[config.mk]
export PLATFORM = sky130hd
export DESIGN_NAME = cache_stats_counter
export DESIGN_NICKNAME = d
export VERILOG_FILES = /design/src/rtl/cache_stats_pkg.sv /design/src/rtl/stats_ratio_div.sv /design/src/rtl/cache_stats_counter.sv
export SDC_FILE = /design/constraint.sdc
export NUM_CORES = 1
export LEC_CHECK = 0
export ABC_AREA = 1
export CORE_UTILIZATION = 42
export DETAILED_ROUTE_END_ITERATION = 8
export PLACE_DENSITY = 0.57
export SLEW_MARGIN = 20
export SYNTH_ARGS = -nofsm -noshare
export SYNTH_HDL_FRONTEND = slang
export SYNTH_HIERARCHICAL = 1
export SYNTH_SLANG_ARGS = --single-unit
[constraint.sdc]
create_clock -name clk -period 6.2 [get_ports clk]
set_clock_uncertainty 0.1 [all_clocks]
set_input_delay 0.62 -clock clk [delete_from_list [all_inputs] [get_ports clk]]
set_output_delay 0.62 -clock clk [all_outputs]
set_load 0.005 [all_outputs]
[src/rtl/cache_stats_pkg.sv]
// Shared constants and types for the L2 cache statistics unit.
package cache_stats_pkg;

    localparam int unsigned EV_HIT   = 0;
    localparam int unsigned EV_MISS  = 1;
    localparam int unsigned EV_READ  = 2;
    localparam int unsigned EV_WRITE = 3;

    typedef enum logic [1:0] {
        IDLE = 2'd0,
        DIV  = 2'd1,
        DONE = 2'd2
    } state_e;

endpackage

[src/rtl/stats_ratio_div.sv]
// Serial restoring divider: quot = num * 2^(Q_W-1) / den, one quotient bit per cycle, MSB first.
module stats_ratio_div
    import cache_stats_pkg::*;
#(
    parameter int unsigned OP_W = 33,
    parameter int unsigned Q_W  = 9
) (
    input  logic            clk,
    input  logic            rst_n,
    input  logic            start,
    input  logic [OP_W-1:0] num,
    input  logic [OP_W-1:0] den,
    output logic [Q_W-1:0]  quot,
    output logic            div0,
    output logic            busy,
    output logic            done
);

    localparam int unsigned REM_W  = OP_W + 1;
    localparam int unsigned STEP_W = $clog2(Q_W);

    state_e              state, state_nx;
    logic [REM_W-1:0]    rem, rem_nx;
    logic [OP_W-1:0]     den_q, den_nx;
    logic [Q_W-1:0]      acc, acc_nx, quot_nx;
    logic                div0_nx;
    logic [STEP_W-1:0]   step, step_nx;
    logic                ge;
    logic [REM_W-1:0]    diff;

    // Next-state, datapath step and result capture
    always_comb begin
        state_nx = state;
        rem_nx   = rem;
        den_nx   = den_q;
        acc_nx   = acc;
        quot_nx  = quot;
        div0_nx  = div0;
        step_nx  = step;
        ge       = (rem >= {1'b0, den_q});
        diff     = ge ? (rem - {1'b0, den_q}) : rem;
        case (state)
            IDLE: begin
                if (start) begin
                    if (den == '0) begin
                        state_nx = DONE;
                        quot_nx  = '0;
                        div0_nx  = 1'b1;
                    end else begin
                        state_nx = DIV;
                        rem_nx   = {1'b0, num};
                        den_nx   = den;
                        acc_nx   = '0;
                        step_nx  = '0;
                    end
                end
            end
            DIV: begin
                acc_nx  = {acc[Q_W-2:0], ge};
                rem_nx  = {diff[REM_W-2:0], 1'b0};
                step_nx = step + 1'b1;
                if (step == STEP_W'(Q_W - 1)) begin
                    state_nx = DONE;
                    quot_nx  = acc_nx;
                    div0_nx  = 1'b0;
                end
            end
            DONE:    state_nx = IDLE;
            default: state_nx = IDLE;
        endcase
    end

    always_ff @(posedge clk or negedge rst_n) begin
        if (!rst_n) begin
            state <= IDLE;
            rem   <= '0;
            den_q <= '0;
            acc   <= '0;
            step  <= '0;
            quot  <= '0;
            div0  <= 1'b0;
            busy  <= 1'b0;
            done  <= 1'b0;
        end else begin
            state <= state_nx;
            rem   <= rem_nx;
            den_q <= den_nx;
            acc   <= acc_nx;
            step  <= step_nx;
            quot  <= quot_nx;
            div0  <= div0_nx;
            busy  <= (state_nx != IDLE);
            done  <= (state_nx == DONE);
        end
    end

endmodule

[src/rtl/cache_stats_counter.sv]
// Per-channel saturating event counters with atomic snapshot and serial hit-ratio divider.
module cache_stats_counter
    import cache_stats_pkg::*;
#(
    parameter int unsigned NUM_EVENTS    = 4,
    parameter int unsigned CNT_W         = 32,
    parameter int unsigned RATIO_F       = 8,
    parameter int unsigned CLEAR_ON_SNAP = 0
) (
    input  logic                          clk,
    input  logic                          rst_n,
    input  logic [NUM_EVENTS-1:0]         event_i,
    input  logic                          enable_i,
    input  logic                          clear_i,
    input  logic                          snap_i,
    output logic                          snap_busy_o,
    output logic                          snap_done_o,
    input  logic [$clog2(NUM_EVENTS)-1:0] rd_idx_i,
    output logic [CNT_W-1:0]              rd_data_o,
    output logic [NUM_EVENTS-1:0]         sat_o,
    output logic [RATIO_F:0]              ratio_o,
    output logic                          div0_o
);

    localparam int unsigned IDX_W = $clog2(NUM_EVENTS);
    localparam int unsigned OP_W  = CNT_W + 1;
    localparam int unsigned Q_W   = RATIO_F + 1;
    localparam logic [CNT_W-1:0] CNT_MAX = '1;

    logic [CNT_W-1:0]      cnt    [NUM_EVENTS];
    logic [CNT_W-1:0]      cnt_nx [NUM_EVENTS];
    logic [CNT_W-1:0]      shadow [NUM_EVENTS];
    logic [NUM_EVENTS-1:0] sat, sat_nx;
    logic                  start;
    logic [OP_W-1:0]       div_num, div_den;

    // Busy covers DIV and DONE, so requests arriving then are dropped
    assign start = snap_i & ~snap_busy_o;

    // Live counter update: clear beats snapshot reload beats counting
    always_comb begin
        cnt_nx = cnt;
        sat_nx = sat;
        for (int k = 0; k < NUM_EVENTS; k++) begin
            if (clear_i) begin
                cnt_nx[k] = '0;
                sat_nx[k] = 1'b0;
            end else if (start && (CLEAR_ON_SNAP != 0)) begin
                cnt_nx[k] = CNT_W'(event_i[k] & enable_i);
                sat_nx[k] = 1'b0;
            end else if (enable_i && event_i[k]) begin
                if (cnt[k] == CNT_MAX) begin
                    sat_nx[k] = 1'b1;
                end else begin
                    cnt_nx[k] = cnt[k] + 1'b1;
                end
            end
        end
    end

    always_ff @(posedge clk or negedge rst_n) begin
        if (!rst_n) begin
            for (int k = 0; k < NUM_EVENTS; k++) begin
                cnt[k]    <= '0;
                shadow[k] <= '0;
            end
            sat   <= '0;
            sat_o <= '0;
        end else begin
            cnt <= cnt_nx;
            sat <= sat_nx;
            if (start) begin
                shadow <= cnt;
                sat_o  <= sat;
            end
        end
    end

    // Operands taken from the pre-event live values, identical to what the shadows capture
    assign div_num = OP_W'(cnt[EV_HIT]);
    assign div_den = OP_W'(cnt[EV_HIT]) + OP_W'(cnt[EV_MISS]);

    stats_ratio_div #(
        .OP_W (OP_W),
        .Q_W  (Q_W)
    ) u_div (
        .clk   (clk),
        .rst_n (rst_n),
        .start (start),
        .num   (div_num),
        .den   (div_den),
        .quot  (ratio_o),
        .div0  (div0_o),
        .busy  (snap_busy_o),
        .done  (snap_done_o)
    );

    always_comb begin
        rd_data_o = '0;
        for (int k = 0; k < NUM_EVENTS; k++) begin
            if (rd_idx_i == IDX_W'(k)) begin
                rd_data_o = shadow[k];
            end
        end
    end

endmodule

==> results.py <==
metrics = {
    "layout": {
        "area_growth_pct": 10.36,
        "sequential_cell_area_um2": 8934,
        "final_nets": 3841,
        "drive_gt1_share_pct": 4.173,
        "final_cells": 4542,
        "n_antenna_cell": 0,
        "final_core_util_pct": 47.20,
        "multiInputGateArea_um2": 12860,
        "layout_commonest_cell": "nand2_1",
        "mostFrequentLayoutCells": "1497 x nand2_1, 492 x inv_1, 357 x dfrtp_1",
        "n_fill_cell": 5922,
    },
    "setup_path": {
        "path_class": "reg -> reg",
        "rr_startpoint": "cnt[96]",
        "critPathCaptureType": "register",
        "r2r_end": "u_div/step[1]",
        "path_max_fanout": 58,
        "cp.arrival_ns": 4.85,
        "startpoint_type": "register",
        "reg2reg_depth": 22,
        "r2r_slack_ns": 1.74,
        "critPathRequiredTime_ns": 6.59,
    },
    "power_and_ir_drop": {
        "p_leak_nw": 13.19,
        "irDropWorstVdd_mv": 0.2582,
        "power_density_nw_per_um2": 347.8,
    },
    "yosys": {
        "yosys.area_share.xor_xnor_pct": 2.672,
        "synth_edf_count": 0,
        "ys_warn_count": 6,
        "synth_mux_area_share_pct": 0,
        "synth-seq-area-share_pct": 36.83,
        "syn_avg_cell_area_um2": 6.479,
        "synth_fa_ha_area_share_pct": 3.828,
        "synth_top_family_by_area": "simple AND/OR/NAND/NOR gates",
        "async_flop_share_pct": 100.0,
        "synth_flop_cell": "dfrtp_1",
        "syn-instance-count": 3744,
        "yosys.area_share.simple_pct": 38.84,
        "synth_compound_area_share_pct": 7.572,
        "synth_cell_types": 43,
        "yosys_register_bits": 357,
        "syn-num-nets": 3828,
        "netlist_area_um2": 24260,
    },
    "timing": {
        "max_freq_mhz": 224.2,
        "relSlewSlack_pct": 33.46,
        "finalHoldViolCount": 14,
        "finalCritPeriodShare_pct": 71.96,
        "fin_crit_ns": 4.461,
        "final_max_slew_viol_count": 0,
        "finalSetupTns_ns": 0,
        "worstMarginPinSlew_ns": 0.9982,
        "holdWs_ns": -0.07111,
        "setup_viol": 0,
        "rsz0062_at_grt": "no",
    },
    "die": {
        "core_um2": 56710,
        "rows": 87,
        "initial_utilization_pct": 42.77,
        "ios": 59,
        "die_h_um": 242.3,
        "design.die.area_um2": 58720,
        "die-width_um": 242.3,
    },
    "global_routing": {
        "grt_max_degree": 148,
        "gr-total-overflow": 0,
        "antenna_found_initial": 0,
        "grt_usage_pct": 27.87,
        "grt_pass1_wl_um": 127500,
        "grt_pass1_vias": 21761,
    },
    "clock_network": {
        "post-cts-setup-buffer-count": 0,
        "clock_path_buffers": 3,
        "clk_pin_slew_worst_paths_ns": 0.06,
        "cts_sinks": 357,
        "hold_buffers": 0,
        "post_cts_resized": 0,
        "cts-root-buf": "clkbuf_16",
        "htree_num_levels": 2,
        "cts_tree": "yes",
        "cts_buffers": 44,
        "clk_latency_ns": 0.61,
    },
    "detailed_routing": {
        "num_vias": 22823,
        "wl_um": 81470,
        "first_pass_iters": 6,
        "wl_per_cell_um": 17.94,
        "drtAntennaViolNets": 0,
        "detail_route.iter0.violations": 1727,
        "drc": 0,
        "viasPerCell": 5.025,
    },
    "worst_hold_path": {
        "hp-class": "in -> async",
    },
    "run_status": {
        "status": "finished with violations",
        "violations": "hold timing",
    },
    "placement": {
        "place_congestion": 0.9352,
        "portBuffers": 58,
        "dp_cells": 4467,
        "dpl.hpwl_um": 61830,
    },
    "job": {
        "cap_violations": 0,
    },
}
==> cells in the mapped netlist (all sizes together), types with 6 or more instances <==
library cell,number,area [µm²]
xnor2,15,131.4
a221oi,12,105.1
nor4,6,52.55
nor2,369,1488
ha,71,888.4
nand3b,28,210.2
o22ai,6,37.54
a21oi,52,260.3
clkbuf,73,279.0
xor2,59,516.8
inv,505,1901
and2,8,50.05
dfrtp,357,8934
nand3,287,1486
o21ai,270,1389
nand2,1514,5757
buf,41,304.0
nand4,46,287.8
nor3,11,55.05
==> metal layers <==
metal / up-vias / track usage [%] / part of all wire, %
li1: 11672 / - / -
met1: 10463 / 37.74 / 45
met4: 0 / 10.42 / 3.9
met2: 576 / 46.11 / 46
met5: - / 0 / 0
met3: 112 / 2.592 / 4.4
==> critical path, stage by stage (launching register included) <==
cell and delay [ns]:
dfrtp_1 0.52, ha_1 0.32, fa_1 0.48, nand3_1 0.12
nand3_1 0.10, nand2_1 0.08, nand2_1 0.13, nand2_1 0.09
nand2_1 0.10, nand2_1 0.11, nand2_1 0.06, nand2_1 0.06
nand2_1 0.04, inv_1 0.06, nand4_1 0.09, nor2_1 0.10
nand3_1 0.15, nor2_1 0.14, nand2_1 0.21, nand2_2 0.14
buf_4 0.50, nand2_1 0.37, o21ai_0 0.27
==> flip-flops by register name (all words and copies together), names as in the netlist <==
signal / cells
cnt: 128
shadow: 128
u_div/rem: 34
u_div/den_q: 33
u_div/quot: 9
u_div/acc: 8
sat: 4
sat_o: 4
u_div/step: 4
u_div/state: 2
u_div/busy: 1
u_div/div0: 1
u_div/done: 1
==> report_power, final <==
group          switching [mW]  internal, mW
clock                    1.07          1.40
combinational            2.73          1.32
sequential              0.198          2.60
total                    3.99          5.32
==> worst max-delay path by stage <==
stage	startpoint	slack (ns)	end	cells past startpoint
after floorplan	cnt[64]	3.09	u_div/rem[0]	24
after global placement	cnt[96]	1.84	u_div/rem[5]	23
after detailed placement	cnt[96]	1.79	u_div/step[1]	22
after CTS	cnt[96]	1.72	u_div/step[1]	22
after global routing	cnt[96]	1.40	u_div/step[1]	22
final	cnt[96]	1.74	u_div/step[1]	22
==> logic make-up after synthesis <==
family | Yosys count
simple gates | 2274
fa+ha+maj | 73
buf+inv | 619
compound gates | 346
other cells | 1
xor+xnor | 74
flops | 357
==> area by class of cell <==
cell class | count | share of cell area [%]
Tap cell | 756 | 3.534
Inverter | 505 | 7.123
Sequential cell | 357 | 33.37
Clock inverter | 13 | 0.4534
Timing Repair Buffer | 81 | 2.861
Multi-Input combinational cell | 2768 | 48.03
Clock buffer | 62 | 4.627
==> stage by stage <==
| stage | worst slack, ns | power (mW) | instance area [µm²] | hold slack, ns |
|---|---|---|---|---|
| 3_3_place_gp | 1.845 | 6.848 | 25410 | 0.3564 |
| 3_5_place_dp | 1.790 | 6.846 | 25410 | 0.3620 |
| 4_1_cts | 1.720 | 9.340 | 26770 | 0.01557 |
| 6_report | 1.739 | 9.310 | 26770 | -0.07111 |
| 5_1_grt | 1.401 | 10.01 | 26770 | 0.02285 |
| 2_1_floorplan | 3.088 | 5.769 | 24260 | 0.2244 |
No activity file was read; power rests on OpenSTA's default activity.
